### src/rtl/alu1.sv
// alu1: registered 16-operation ALU over unsigned operands a and y.
//   clk      in  rising-edge clock
//   rst      in  asynchronous active-high reset, clears alu_out and carryout
//   a        in  WIDTH operand A
//   y        in  WIDTH operand B
//   alu_sel  in  4-bit operation select
//   alu_out  out WIDTH registered result
//   carryout out registered carry (ADD) / borrow (SUB), 0 for all other ops
module alu1 #(
   parameter int WIDTH = 32
) (
   input  logic             clk,
   input  logic             rst,
   input  logic [WIDTH-1:0] a,
   input  logic [WIDTH-1:0] y,
   input  logic [3:0]       alu_sel,
   output logic [WIDTH-1:0] alu_out,
   output logic             carryout
);
   logic [WIDTH:0]   sum;
   logic [WIDTH-1:0] res;
   logic             c;
   assign sum = {1'b0, a} + {1'b0, y};
   always_comb begin
      c = 1'b0;
      case (alu_sel)
         4'd0:    begin res = sum[WIDTH-1:0]; c = sum[WIDTH]; end
         4'd1:    begin res = a - y; c = a < y; end
         4'd2:    res = a * y;
         4'd3:    res = (y == '0) ? '1 : a / y;
         4'd4:    res = a << 1;
         4'd5:    res = a >> 1;
         4'd6:    res = {a[WIDTH-2:0], a[WIDTH-1]};
         4'd7:    res = {a[0], a[WIDTH-1:1]};
         4'd8:    res = a & y;
         4'd9:    res = a | y;
         4'd10:   res = a ^ y;
         4'd11:   res = ~(a | y);
         4'd12:   res = ~(a & y);
         4'd13:   res = ~(a ^ y);
         4'd14:   res = WIDTH'(a > y);
         default: res = WIDTH'(a == y);
      endcase
   end
   always_ff @(posedge clk or posedge rst)
      if (rst) begin
         alu_out  <= '0;
         carryout <= 1'b0;
      end else begin
         alu_out  <= res;
         carryout <= c;
      end
endmodule

### config.mk
export PLATFORM = sky130hd
export DESIGN_NAME = alu1
export DESIGN_NICKNAME = d
export VERILOG_FILES = /design/src/rtl/alu1.sv
export SDC_FILE = /design/constraint.sdc
export NUM_CORES = 2
export LEC_CHECK = 0
export ABC_CLOCK_PERIOD_IN_PS = 840
export CORE_MARGIN = 8
export CORE_UTILIZATION = 60
export CTS_CLUSTER_SIZE = 12
export DETAILED_ROUTE_END_ITERATION = 6
export PLACE_DENSITY = 0.77
export SLEW_MARGIN = 20
export SYNTH_ARGS = -nofsm -noshare
export SYNTH_HDL_FRONTEND = slang
export SYNTH_SLANG_ARGS = --single-unit
### constraint.sdc
create_clock -name clk -period 0.84 [get_ports clk]
set_input_delay 0.084 -clock clk [delete_from_list [all_inputs] [get_ports clk]]
set_output_delay 0.084 -clock clk [all_outputs]
set_load 0.02 [all_outputs]
==> results.json, run 1 <==
{
  "status": "did not finish",
  "lastStage": "global routing (5_1_grt)",
  "tool.error": "[ERROR GRT-0116] Global routing finished with congestion. Check the congestion regions in the DRC Viewer.",
  "synth_top_cell_area_share_pct": 18.3,
  "grt_pass1_wl_um": 650000,
  "grt_max_degree": 38,
  "ys_ff_latch": 33,
  "htreeDepth": 2,
  "ioPinCount": 103,
  "grt_use_total_pct": 87.5,
  "dp_hpwl_um": 226000,
  "cts_inserted_buffers": 5,
  "initial_core_util_pct": 60.4,
  "yosysUniqueCellTypes": 109,
  "netlist_instances": 7123,
  "synth.avg_cell_area_um2": 7.21,
  "numClockSinks": 33,
  "grt_pass1_vias": 96400,
  "grt.overflow.total": 782,
  "pre_cts_ws_ps": -61650,
  "die_height_um": 309,
  "cts_hold_buf": 0,
  "numPortBuffers": 102,
  "yosys-top-cells-area": "ha_1, fa_1, nand2_1, xnor2_1, nor2_1",
  "synth.most_common_cell": "nand2_1",
  "synth_area_mm2": 0.0514,
  "synth_edf_count": 0,
  "rows": 107,
  "synth_flop_cell": "dfrtp_1",
  "die_x_um": 309,
  "ys_warn_count": 0,
  "async_flop_share_pct": 100,
  "gp_congestion": 1.17,
  "ys_top_cells_by_count": "nand2_1, ha_1, nor2_1",
  "cts_root_buf": "clkbuf_16",
  "synth_fp_nets": 8353,
  "synth_top_area_cell": "ha_1",
  "clock_path_buffers": 2,
  "yosysSeqAreaShare_pct": 1.61
}
[per-stage QoR]
stage / hold slack (ps) / setup TNS (ps) / area, µm² / util [%] / instances
CTS: 83.7 / -840790 / 79200 / 93.2 / 10900
detailed placement: 441 / -926430 / 73600 / 86.6 / 10600
global placement: 442 / -893450 / 73600 / 86.6 / 10600
floorplan: 213 / -831260 / 54000 / - / 7123
[logic make-up after synthesis]
group | share of synthesized area, %
AO/OA/AOI/OAI | 25.1
flip-flops | 1.61
adder cells (fa/ha/maj) | 34.2
multiplexers | 2.33
buffers and inverters | 7.48
XOR/XNOR | 7.91
AND/OR/NAND/NOR | 21.3
[per-layer routing]
layer | global-route usage, % | GRT overflow
met3 | 81.7 | 46
met5 | 60.5 | 20
met4 | 88.5 | 243
met1 | 85.0 | 43
met2 | 97.2 | 430
[what timing repair did]
action                                  4_1_cts
endpoints found under the setup margin       66
resized for setup                           780
setup buffers                               287
cloned                                        5
pin swaps                                   326
==> run 2: changes to the inputs <==
==> config.mk (replaced) <==
export PLATFORM = sky130hd
export DESIGN_NAME = alu1
export DESIGN_NICKNAME = d
export VERILOG_FILES = /design/src/rtl/alu1.sv
export SDC_FILE = /design/constraint.sdc
export NUM_CORES = 2
export LEC_CHECK = 0
export ABC_CLOCK_PERIOD_IN_PS = 1100
export CORE_MARGIN = 8
export CORE_UTILIZATION = 40
export DETAILED_ROUTE_END_ITERATION = 6
export PLACE_DENSITY_LB_ADDON = 0.15
export SLEW_MARGIN = 20
export SYNTH_ARGS = -nofsm -noshare
export SYNTH_HDL_FRONTEND = slang
export SYNTH_SLANG_ARGS = --single-unit
==> constraint.sdc (replaced) <==
create_clock -name clk -period 1.1 [get_ports clk]
set_input_delay 0.11 -clock clk [delete_from_list [all_inputs] [get_ports clk]]
set_output_delay 0.11 -clock clk [all_outputs]
set_load 0.02 [all_outputs]
==> results.json, run 2 <==
{
  "cp-start-kind": "input port",
  "grt_use_total_pct": 38.2,
  "die_x_um": 374,
  "powerDensity_mw_per_mm2": 1800,
  "max_flop_register": "alu_out",
  "drcViolationCount": 1,
  "final_nets": 11100,
  "drv_cap": 0,
  "timing.critical_path.mode_cell": "buf_4",
  "n_fill_cell": 11200,
  "gp_congestion": 1.09,
  "final_util_pct": 65.0,
  "wl_per_cell_um": 24.5,
  "drv_slew": 0,
  "reg_top3": "alu_out (32), carryout (1)",
  "p_leak_nw": 40.8,
  "grt.overflow.total": 0,
  "hold_viol_final": 0,
  "rows": 131,
  "numClockSinks": 33,
  "end_kind": "register",
  "htreeDepth": 2,
  "netlist_instances": 7123,
  "fin_crit_ps": 59030,
  "cts_root_buf": "clkbuf_16",
  "drt_iter0_markers": 6430,
  "viasPerCell": 5.86,
  "ys_warn_count": 0,
  "rsz0062_at_grt": "true",
  "layout_common_cells": "buf_4, nand2_1, inv_1, nor2_1, ha_1",
  "ant_nets": 0,
  "synth_edf_count": 0,
  "synth.most_common_cell": "nand2_1",
  "dp_hpwl_um": 222000,
  "period_share_pct": 5370,
  "crit_type": "in2reg",
  "maxSlewHeadroom_pct": 43.3,
  "routed_wl_um": 284000,
  "grt_pass1_wl_um": 416000,
  "cts_inserted_buffers": 5,
  "first_pass_iters": 7,
  "synth_area_mm2": 0.0514,
  "status": "complete, but fails checks",
  "largest_reg_flops": 32,
  "max_stage_delay_ps": 620,
  "synth_top_area_cell": "ha_1",
  "vias": 67900,
  "pre_cts_ws_ps": -61450,
  "grt_max_degree": 38,
  "layoutNonFillerInstCount": 11600,
  "grt_pass1_vias": 67800,
  "finalPower_mw": 149,
  "synth.avg_cell_area_um2": 7.21,
  "path_delay_family": "compound AO/OA/AOI/OAI gates",
  "worst_pin_slew_ps": 851,
  "core_mm2": 0.128,
  "clock_path_buffers": 2,
  "drive_gt1_share_pct": 41.2,
  "layout_commonest_cell": "buf_4",
  "ys_top_cells_by_count": "nand2_1, ha_1, nor2_1",
  "die-area_mm2": 0.140,
  "crit_buf_inv": 46,
  "antenna_found_initial": 17,
  "async_flop_share_pct": 100,
  "violations": "DRC, setup timing",
  "clk_pin_slew_ps": 80,
  "numPortBuffers": 102,
  "setup_ws_ps": -57930,
  "ys_ff_latch": 33,
  "setup_viol_count_final": 39,
  "whs_ps": 319,
  "placed_cells": 11200,
  "cp.arrival_ps": 59210,
  "slowest_stage": "or4_4",
  "synth_flop_cell": "dfrtp_1",
  "yosysSeqAreaShare_pct": 1.61,
  "die_height_um": 374,
  "synth_fp_nets": 8353,
  "fmax_mhz": 16.9,
  "cts_tree": "done",
  "ioPinCount": 103,
  "cp_data_required_time_ps": 1290,
  "synth_top_cell_area_share_pct": 18.3,
  "yosysUniqueCellTypes": 109,
  "worst-path-max-fanout": 8,
  "ir_drop_uv": 4440,
  "yosys-top-cells-area": "ha_1, fa_1, nand2_1, xnor2_1, nor2_1",
  "hold_path.class": "in2async",
  "initial_core_util_pct": 40.3,
  "synthToLayoutAreaGrowth_pct": 61.5
}
run 2: cell counts after synthesis:
No cell type changed its count.
run 2: through the flow:
| stage | area, µm² | TNS [ps] |
|---|---|---|
| 2_1_floorplan | 54000 | -823540 |
| 3_3_place_gp | 74800 | -891940 |
| 3_5_place_dp | 74800 | -906910 |
| 4_1_cts | 80100 | -814760 |
| 5_1_grt | 82900 | -870590 |
| 6_report | 82900 | -838870 |
run 2: final cells by class:
type | count | area [µm²] | share of cell area [%]
sequential | 33 | 835 | 1.01
clock inverter | 1 | 5.00 | 0.00603
timing repair buffer | 3111 | 24600 | 29.7
inverter | 681 | 2580 | 3.11
clock buffer | 7 | 153 | 0.184
multi-input combinational | 6086 | 52700 | 63.5
antenna | 7 | 17.5 | 0.0211
tap | 1662 | 2080 | 2.51
run 2: repair_timing:
item	CTS	global route
pin swaps	286	210
gates resized for setup	796	360
cloned	5	4
buffers inserted	260	118
hold buffers	0	0
setup endpoints to repair	53	44
run 2: kinds of logic after synthesis:
| logic type | after synthesis | share of synthesized area [%] |
|---|---|---|
| adder cells (fa/ha/maj) | 1160 | 34.2 |
| XOR/XNOR | 464 | 7.91 |
| AO/OA/AOI/OAI | 1929 | 25.1 |
| flip-flops | 33 | 1.61 |
| AND/OR/NAND/NOR | 2420 | 21.3 |
| buffers and inverters | 1005 | 7.48 |
| multiplexers | 112 | 2.33 |
run 2: where the power goes:
| group | leakage, nW | total [mW] | internal, mW | switching [mW] |
|---|---|---|---|---|
| clock network | 0.0799 | 1.70 | 0.965 | 0.730 |
| registers | 0.384 | 2.01 | 1.60 | 0.412 |
| logic | 40.3 | 145 | 69.6 | 75.7 |
| total | 40.8 | 149 | 72.2 | 76.8 |
run 2: final timing paths:
path	startpoint	cells after the start	endpoint
max in group asynchronous	rst	3	alu_out[24]$_DFF_PP0_
min in group clk	alu_sel[0]	4	alu_out[0]$_DFF_PP0_
max	y[24]	309	alu_out[0]$_DFF_PP0_
min	rst	3	alu_out[9]$_DFF_PP0_
run 2: routing by layer:
metal | global-route usage (%) | routed length, µm | up-vias
met3 | 9.56 | 30400 | 1025
met4 | 21.5 | 20600 | 8
li1 | - | - | 30700
met1 | 47.8 | 111000 | 32600
met2 | 60.0 | 122000 | 3576
met5 | 0 | 89 | -
Power figures use the tool's default switching activity.
